## src/rtl/vga_pattern_gen_pkg.sv

```systemverilog
// Shared constants for the VGA test-pattern generator: mode encodings and
// default 640x480 timing landmarks.
package vga_pattern_gen_pkg;

    typedef enum logic [2:0] {
        ModeBlack   = 3'd0,
        ModeHStripe = 3'd1,
        ModeVStripe = 3'd2,
        ModeChecker = 3'd3,
        ModeBars    = 3'd4,
        ModeRamp    = 3'd5
    } mode_e;

    localparam int unsigned DEF_HBP   = 144;
    localparam int unsigned DEF_VBP   = 31;
    localparam int unsigned H_VISIBLE = 640;
    localparam int unsigned V_VISIBLE = 480;

endpackage

```

## src/rtl/vga_frame_ctl.sv

```systemverilog
// Frame-boundary control: detects the rising edge of (hc,vc)==(0,0) and, on that
// tick, latches the requested mode and advances the scroll offset.
module vga_frame_ctl
    import vga_pattern_gen_pkg::*;
#(
    parameter int unsigned SCROLL_STEP = 1
) (
    input  logic       clk,
    input  logic       clr_n,
    input  logic [9:0] hc,
    input  logic [9:0] vc,
    input  logic [2:0] mode_sel,
    input  logic       scroll_en,
    output logic [2:0] cur_mode,
    output logic [9:0] offset,
    output logic       frame_tick
);

    logic at_origin;
    logic at_origin_q;
    logic tick;

    assign at_origin = (hc == 10'd0) && (vc == 10'd0);
    // Edge detect so counters parked at the origin yield a single tick.
    assign tick      = at_origin && !at_origin_q;

    always_ff @(posedge clk or negedge clr_n) begin
        if (!clr_n) begin
            at_origin_q <= 1'b0;
            cur_mode    <= ModeBlack;
            offset      <= '0;
            frame_tick  <= 1'b0;
        end else begin
            at_origin_q <= at_origin;
            frame_tick  <= tick;
            if (tick) begin
                cur_mode <= mode_sel;
                if (scroll_en) begin
                    offset <= offset + 10'(SCROLL_STEP);
                end
            end
        end
    end

endmodule

```

## src/rtl/vga_pattern_gen.sv

```systemverilog
// Selectable test-pattern colour generator for the 640x480 VGA path; colour is
// registered and lags hc/vc by one clock.
module vga_pattern_gen
    import vga_pattern_gen_pkg::*;
#(
    parameter int unsigned RW          = 3,
    parameter int unsigned GW          = 3,
    parameter int unsigned BW          = 2,
    parameter int unsigned HBP         = DEF_HBP,
    parameter int unsigned VBP         = DEF_VBP,
    parameter int unsigned STRIPE_LOG2 = 4,
    parameter int unsigned SCROLL_STEP = 1
) (
    input  logic          clk,
    input  logic          clr_n,
    input  logic          vidon,
    input  logic [9:0]    hc,
    input  logic [9:0]    vc,
    input  logic [2:0]    mode_sel,
    input  logic          scroll_en,
    output logic [RW-1:0] red,
    output logic [GW-1:0] green,
    output logic [BW-1:0] blue,
    output logic          frame_tick,
    output logic [2:0]    cur_mode
);

    logic [9:0]    offset;
    logic [9:0]    x, y, xs, ys;
    logic [2:0]    bar_idx;
    logic          b;
    logic [RW-1:0] red_d;
    logic [GW-1:0] green_d;
    logic [BW-1:0] blue_d;
    logic          unused_bits;

    vga_frame_ctl #(
        .SCROLL_STEP (SCROLL_STEP)
    ) u_frame_ctl (
        .clk        (clk),
        .clr_n      (clr_n),
        .hc         (hc),
        .vc         (vc),
        .mode_sel   (mode_sel),
        .scroll_en  (scroll_en),
        .cur_mode   (cur_mode),
        .offset     (offset),
        .frame_tick (frame_tick)
    );

    assign x       = hc - 10'(HBP);
    assign y       = vc - 10'(VBP);
    assign xs      = x + offset;
    assign ys      = y + offset;
    assign bar_idx = xs[9:7];

    assign unused_bits = ^{xs, ys};

    always_comb begin
        red_d   = '0;
        green_d = '0;
        blue_d  = '0;
        b       = 1'b0;
        if (vidon) begin
            case (cur_mode)
                ModeHStripe: begin
                    b       = ys[STRIPE_LOG2];
                    red_d   = {RW{b}};
                    green_d = {GW{~b}};
                end
                ModeVStripe: begin
                    b      = xs[STRIPE_LOG2];
                    red_d  = {RW{b}};
                    blue_d = {BW{~b}};
                end
                ModeChecker: begin
                    // Only x scrolls, so the checkerboard slides sideways.
                    b       = xs[STRIPE_LOG2] ^ y[STRIPE_LOG2];
                    red_d   = {RW{b}};
                    green_d = {GW{b}};
                    blue_d  = {BW{b}};
                end
                ModeBars: begin
                    red_d   = {RW{bar_idx[2]}};
                    green_d = {GW{bar_idx[1]}};
                    blue_d  = {BW{bar_idx[0]}};
                end
                ModeRamp: begin
                    red_d   = x[9 -: RW];
                    green_d = y[8 -: GW];
                    blue_d  = offset[9 -: BW];
                end
                default: ;
            endcase
        end
    end

    always_ff @(posedge clk or negedge clr_n) begin
        if (!clr_n) begin
            red   <= '0;
            green <= '0;
            blue  <= '0;
        end else begin
            red   <= red_d;
            green <= green_d;
            blue  <= blue_d;
        end
    end

endmodule
```

## config.mk

```make
export PLATFORM = sky130hd
export DESIGN_NAME = vga_pattern_gen
export DESIGN_NICKNAME = d
export VERILOG_FILES = /design/src/rtl/vga_pattern_gen_pkg.sv /design/src/rtl/vga_frame_ctl.sv /design/src/rtl/vga_pattern_gen.sv
export SDC_FILE = /design/constraint.sdc
export NUM_CORES = 1
export LEC_CHECK = 0
export CAP_MARGIN = 20
export CORE_UTILIZATION = 40
export CTS_BUF_LIST = sky130_fd_sc_hd__clkbuf_8
export DETAILED_ROUTE_END_ITERATION = 10
export PLACE_DENSITY = 0.63
export SLEW_MARGIN = 15
export SYNTH_ARGS = -nofsm -noshare
export SYNTH_HDL_FRONTEND = slang
export SYNTH_SLANG_ARGS = --single-unit
```

## constraint.sdc

```tcl
create_clock -name clk -period 2.6 [get_ports clk]
set_clock_uncertainty 0.05 [all_clocks]
set_input_delay 0.39 -clock clk [delete_from_list [all_inputs] [get_ports clk]]
set_output_delay 0.39 -clock clk [all_outputs]
set_load 0.01 [all_outputs]
```

# Word level (Yosys, flattened, before mapping)
# Cells that the tools add are included.
[word_totals]
regBits = 23
latch_bits = 0
mem_bits_rw = 0
mem_bits_ro = 0
wordCells = 32
n_memories = 0
[op_classes]
add_sub_neg = 5
mul = 0
div_mod_pow = 0
order_cmp = 0
eq_ne = 5
shifts = 0
mux = 6
bitwise = 3
n_reduce_logical = 6
[op_table]
columns = ["op", "n"]
rows = [
  ["logical NOT 10 bit", 2],
  ["case mux 3 bit (5 select lines)", 1],
  ["case mux 3 bit (4 select lines)", 1],
  ["adder 10 x 1 -> 10 bit (second input constant)", 1],
  ["adder 10 bit", 1],
  ["subtractor 10 x 8 -> 10 bit (second input constant)", 1],
  ["subtractor 9 x 5 -> 9 bit (second input constant)", 1],
  ["case mux 2 bit (4 select lines)", 1],
  ["equality test 3 x 2 -> 1 bit (second input constant)", 2],
  ["equality test 3 bit (second input constant)", 2],
  ["2-to-1 mux 3 bit", 2],
  ["adder 5 bit", 1],
  ["equality test 3 x 1 -> 1 bit (second input constant)", 1],
  ["logical AND 1 bit", 2],
  ["2-to-1 mux 2 bit", 1],
  ["NOT 1 bit", 2],
  ["AND reduction 2 bit", 1],
  ["logical NOT 1 bit", 1],
  ["XOR 1 bit", 1],
]

# Depth between registers and ports, before layout
[logic_depth]
depth_word = 5
ltp_mapped = 12
depth_no_buf = 12

# Cells and area by module
# Synthesis repeated with hierarchy kept, for this count alone.
[unflattened]
cells_unflattened = 184
hier_area_um2 = 1864.3
[by_module_without_submodules]
columns = ["mod", "n_inst", "cells_each", "area_each_um2", "seq_area_each_um2"]
rows = [
  ["vga_pattern_gen", 1, 124, 1083.5, 200.2],
  ["vga_frame_ctl", 1, 60, 780.7, 375.4],
]

# Least setup slack after synthesis
# OpenSTA, ideal clock, no wires.
[synth_path]
kind = "input to register"
startpoint = "input port hc[5]"
endpoint = "register red[0]"
setup_ps = 119
t_arrival_ps = 2220
required_ps = 2431
path_slack_ps = 211
path_stages = 9
n_path_buf = 0
path_cell_list = "or3_4 -> xor2_1 -> ha_1 -> a41oi_1 -> o221ai_1 -> a41oi_1 -> xnor2_1 -> o211ai_1 -> o21a_1"
[synth_between]
elab_chain_len = 4
[synth_rtl]
columns = ["item", "line", "source"]
rows = [
  ["from (decl)", "vga_pattern_gen.sv:17", "input logic [9:0] hc,"],
  ["subtractor 10 x 8 -> 10 bit *", "vga_pattern_gen.sv:51", "assign x = hc - 10'(HBP);"],
  ["adder 10 bit", "vga_pattern_gen.sv:53", "assign xs = x + offset;"],
  ["case mux 3 bit (5 select lines) *", "vga_pattern_gen.sv:65", "case (cur_mode)"],
  ["2-to-1 mux 3 bit *", "vga_pattern_gen.sv:64", "if (vidon) begin"],
  ["named net red_d[0]", "vga_pattern_gen.sv:32", "logic [RW-1:0] red_d;"],
  ["to (signal assigned)", "vga_pattern_gen.sv:104", "red <= red_d;"],
  ["to (decl)", "vga_pattern_gen.sv:21", "output logic [RW-1:0] red,"],
]
# The timed path passes the listed nets; every way through them passes the cells marked *.
# A chain may end at the register's enable or synchronous reset.

# Worst setup path after layout
[layout_path]
startpoint = "input port hc[5]"
endpoint = "register red[1]"
# Same word-level chain as after synthesis.

==> results.cfg <==
[floorplan]
ios = 39
die_y_um = 67.3
core_area_um2 = 4060
rows = 23
die_w_um = 67.3
start_util_pct = 42.1
die-area_um2 = 4530

[global_route]
overflow = 0
track_usage_pct = 21.0
grt_pass1_vias = 1597
grt_busiest_layer = met2
grt_pass1_wl_um = 6980
grt_start_max_net_pins = 24
grt_use_met2_pct = 37.4
met1_usage_pct = 25.0
antenna_found_initial = 0
gr-usage-met3_pct = 2.36

[setup_path]
cp_max_fo = 3
crit_type = input pin to flip-flop
critical_path_buf_inv_count = 1
critPathCaptureType = flip-flop
crit_arrival_ns = 2.59
slowest_stage = or3_4
crit_path_max_incr_delay_ns = 0.41
crit_top_cell = a41oi_2
required_ns = 2.70
start_kind = input pin
cp.depth = 10
reg2regPathDepth = 7
crit_chain = dlygate4sd2_1 -> or3_4 -> xor2_2 -> ha_1 -> a41oi_2 -> o221ai_2 -> a41oi_2 -> xnor2_1 -> o211ai_1 -> o21a_1
critical_path.top_delay_family = compound AO/OA/AOI/OAI gates

[logic_synthesis]
synth.cell_area_um2 = 1710
synth_nets = 219
seq_area_frac_synth_pct = 33.7
ys_warn_count = 0
synth_edf_count = 0
synthArstFlopShare_pct = 100
netlist-cell-type-count = 42
synth.ff_latch_count = 23
syn_area_per_cell_um2 = 9.64
synth_ff_type = dfrtp_1
synthCells = 177

[final_layout]
diodes = 0
seq_area_um2 = 576
multiInputGateArea_um2 = 1150
final_cells = 295
layout_commonest_cell = clkdlybuf4s50_1
fillCellCount = 340
nets = 288
area_growth_pct = 44.4
layout_common_cells = clkdlybuf4s50_1 (35), buf_4 (27), dfrtp_1 (23)
layout-drive-gt1-share_pct = 21.2
final_cell_area_um2 = 2460

[sta]
relSlewSlack_pct = 64.9
report.final.slew_viol_count = 0
finalCritPeriodShare_pct = 95.7
rsz0062_at_grt = false
fin_crit_ns = 2.49
finalHoldViolCount = 0
tightest_slew_ns = 0.525
holdWs_ns = 0.425
clock.fmax_mhz = 402
setup_viol = 0

[route]
wire_per_inst_um = 14.6
vias = 1535
vias_per_cell = 5.20
first_pass_iters = 4
remaining_drc_errors = 0
drt_iter0_drc = 47
drtAntennaViolNets = 0
drt-total-wl_um = 4290

[power]
p_leak_nw = 1.13
vdd_drop_max_v = 0.000141
power.total_uw = 810
powerDensity_nw_per_um2 = 329

[cts]
root_buffer = clkbuf_8
cts_tree = built
cts_sinks = 23
clkTransAtPathRegs_ns = 0.08
htreeDepth = 1
cts_buffers = 3
ctsHoldBuffers = 0
cts_buffer_depth = 2
clk_latency_ns = 0.26

[placed_design]
place.gp.congestion = 0.875
placed_cells = 286
placed_area_um2 = 2310
io_buffers = 38
place_hpwl_um = 3400

[worst_hold_path]
hp-class = input pin to async pin

[outcome]
outcome = finished, final reports clean

[flow_run]
maxCapViolations = 0
-- power breakdown --
part           switching [mW]  internal [mW]
clock network           0.114          0.105
logic                  0.0979          0.128
registers             0.00142          0.363
total                   0.213          0.597
-- cell families (layout without fill, tap and decap cells) --
kind of cell,count (synthesis),count (layout),synth area share (%)
and+or+nand+nor,63,63,20.1
AOI/OAI and AO/OA,29,29,12.9
xor gates and xnor gates,29,29,16.5
DFF,23,23,33.7
adders and majority gates,15,15,11.0
buffers and inverters,14,82,3.15
muxes,4,4,2.64
-- Yosys cell counts (5+ instances only) --
master / number / area [µm²]
o21a_1: 6 / 45.0
ha_1: 15 / 188
inv_1: 13 / 48.8
xor2_1: 12 / 105
nor3_1: 5 / 25.0
nand3_1: 6 / 30.0
o21ai_0: 6 / 30.0
dfrtp_1: 23 / 576
nor2_1: 16 / 60.1
nand2_1: 10 / 37.5
xnor2_1: 15 / 131
-- final cells by class --
class,count,area share [%]
clock buffer,3,1.68
clock inverter,1,0.152
inverter,13,1.98
multi-input combinational,140,46.6
sequential,23,23.4
tap,50,2.54
timing repair buffer,65,23.7
-- worst paths after layout --
check	from	to	slack, ns
setup / recovery	hc[5]	red[1]	0.11
hold / removal	clr_n	u_frame_ctl.offset[7]	0.43
setup reg to reg	u_frame_ctl.offset[2]	green[0]	0.29
hold reg to reg	u_frame_ctl.offset[6]	u_frame_ctl.offset[6]	0.47
max in group asynchronous	clr_n	u_frame_ctl.cur_mode[1]	1.83
min in group clk	u_frame_ctl.offset[6]	u_frame_ctl.offset[6]	0.47
-- state kept, by name, summed over array words and instances, names as in the netlist --
| signal | count |
|---|---|
| red | 3 |
| u_frame_ctl.at_origin_q | 1 |
| green | 3 |
| blue | 2 |
| u_frame_ctl.cur_mode | 3 |
| u_frame_ctl.frame_tick | 1 |
| u_frame_ctl.offset | 10 |
-- timing repair --
action	CTS	global route
gates resized for setup	8	8
endpoints found under the setup margin	3	6
buffers inserted	5	0
pin swaps	9	9
-- worst reg2reg max path, cell delays in order (launching register included) --
cell and delay [ns]:
dfrtp_1 0.47, ha_1 0.31, o21ai_0 0.27, a22oi_4 0.15, xnor3_1 0.38, a32oi_1 0.26
o21ai_2 0.11, o21a_1 0.20
-- layer usage --
metal  vias up  wire length (µm)
li1        763                 -
met1       711              1820
met2        49              2140
met3        12               210
met4         0               131
met5         -                 0
-- metrics by stage --
step | util, % | setup slack (ns) | setup TNS (ns)
after floorplan | - | 0.211 | 0
after global placement | 56.9 | -0.319 | -2.06
after detailed placement | 56.9 | -0.429 | -2.56
after CTS | 59.6 | 0.00424 | 0
after global routing | 60.7 | 0.00397 | 0
final | 60.7 | 0.112 | 0
Note: power is estimated with default switching activity, not from simulation.
==> variant 1: new RTL, config.mk and constraints unchanged <==
Set the parameter `RW` to 5 (it was 3).
--- a/src/rtl/vga_pattern_gen.sv
+++ b/src/rtl/vga_pattern_gen.sv
@@ -4,5 +4,5 @@
     import vga_pattern_gen_pkg::*;
 #(
-    parameter int unsigned RW          = 3,
+    parameter int unsigned RW          = 5,
     parameter int unsigned GW          = 3,
     parameter int unsigned BW          = 2,
Ports: changed (resized red); port bits go from 39 to 41. No check against the original RTL was run, so the function may have changed too.
==> variant 1 against the original RTL <==
Cell area increased by 7.5%. Core utilization increased by 3.2 points. Power about the same. Sequential cell count increased by 2. Setup slack got worse by 47 ps. Combinational power decreased by 18%. Area after synthesis increased by 4.6%. Die area increased by 4.5%. Routed wire length increased by 4.6%. Global-route usage increased by 1.0 points. Non-clock buffer count increased by 8. Critical endpoint is now red[0]$_DFF_PN0_. Largest cell class unchanged. Largest power group unchanged.
==> variant 1: results (changes against the original RTL) <==
The worst endpoint data arrival time is 2650 ps (+60 ps), and the fraction of synthesis flops using an asynchronous set or reset pin is 1.00 (unchanged). The count of port buffers added during placement was 40 (+5.3%). The final non-filler cell total was 302 (+2.4%). The average cell area after synthesis was 10.1 sq um (+5.2%). The maximum number of pins on one net before global-route repair is 26 (+8.3%). The post-placement setup slack came out at -741 ps (-312 ps). Layout cell share with drive strength beyond 1: 0.266 (+0.0536). Cell family with the largest share of critical-path delay: compound AO/OA/AOI/OAI gates. The worst-case headroom to the max-slew limit is 0.745 (+0.0959), and the post-DP HPWL is 3680 um (+8.3%). For the number of slew-limit violations in the final report, the log shows 0 (unchanged).

The count of TritonRoute iterations in the first routing pass came out at 4 (unchanged). The maximum level of the CTS H-tree is 1 (unchanged), and the number of global-route vias before repair is 1692 (+5.9%). For the static power due to leakage, the log shows 1.28 nW (+14%).

The number of inserted diodes was 0 (unchanged); the clock-pin slew reported for the worst setup and hold paths after clock tree synthesis was 90 ps. The largest registers in the layout are u_frame_ctl.offset (10), red (5). The final wirelength was 4490 um (+4.6%).

Yosys attributes the largest share of cell area to dfrtp_1 35%, ha_1 11%, xnor2_1 6.4%. The number of filler instances in the final layout is 341 (+0.29%), and the clock insertion delay at the later pin of the skew report is 270 ps. The run gives 218 (-0.46%) as the post-synth net total.

The kind of path behind the tightest hold check is input port to asynchronous set/reset pin. The maximum fanout along the worst path was 5 (+2). The first-iteration detailed-routing DRC count came out at 65 (+38%). For the number of antenna violations at the first check in global routing, the log shows 0 (unchanged). Counting instances in the post-synthesis netlist gives the leading cell types as 25 x dfrtp_1, 17 x nand2_1, 15 x ha_1. The run finished with clean final reports.

Placed cell area: 2530 sq um (+9.8%). The vias per cell is 5.27 (+1.4%). The sequential share of the synthesized area was 0.350 (+0.0131); the maximum count of clock buffers along a single path was 2 (unchanged).

The delay of the slowest cell on the worst path was 410 ps (about the same). The wire length of the first global-routing pass is 7570 um (+8.5%), and the number of library cell types mapped by synthesis is 44 (+4.8%). The run gives 0.220 (+0.00996) as the aggregate global-route resource usage. The peak supply drop was 169 uV (+20%); the placer's final routability congestion estimate was 0.968 (+11%).
[variant 1: cell families after synthesis]
group,count (synthesis),synth area share
and+or+nand+nor,65,0.221
AOI/OAI and AO/OA,29,0.123
xor gates and xnor gates,27,0.152
DFF,25,0.350
adders and majority gates,15,0.105
buffers and inverters,11,0.0231
muxes,4,0.0252
[variant 1: path summary, 6_finish.rpt]
kind,from,to,slack (ps),cells after the start
setup / recovery,hc[4],red[0]$_DFF_PN0_,70,12
hold / removal,clr_n,u_frame_ctl.cur_mode[1]$_DFFE_PN0P_,420,2
setup reg to reg,u_frame_ctl.offset[4]$_DFFE_PN0P_,red[0]$_DFF_PN0_,270,8
hold reg to reg,u_frame_ctl.offset[9]$_DFFE_PN0P_,u_frame_ctl.offset[9]$_DFFE_PN0P_,490,1
max in group asynchronous,clr_n,red[0]$_DFF_PN0_,1840,2
min in group clk,u_frame_ctl.offset[9]$_DFFE_PN0P_,u_frame_ctl.offset[9]$_DFFE_PN0P_,490,1
[variant 1: report_power, final]
part           switching, mW  internal (mW)  leakage [nW]  total, mW
Sequential        0.00000678          0.388         0.349      0.388
Clock                  0.129          0.106        0.0269      0.235
Combinational         0.0819          0.105         0.908      0.186
[variant 1: per-layer routing]
layer	wire, um	track usage
met1	2070	0.271
met2	2200	0.390
met3	140	0.0247
met4	83	0.0816
met5	0	0
[variant 1: repair_timing]
item                                    4_1_cts  5_1_grt
endpoints found under the setup margin        8        8
resized for setup                            23        6
pin swaps                                     8        4
buffers inserted                              2        0
[variant 1: area by class of cell]
class                   instances  area (sq um)  area share
repair buffers                 73           652       0.246
well taps                      50          62.6      0.0236
inverters                      10          37.5      0.0142
multi-input cells             140          1230       0.463
clock buffers                   3          41.3      0.0156
flip-flops and latches         25           626       0.236
clock inverters                 1          3.75     0.00142
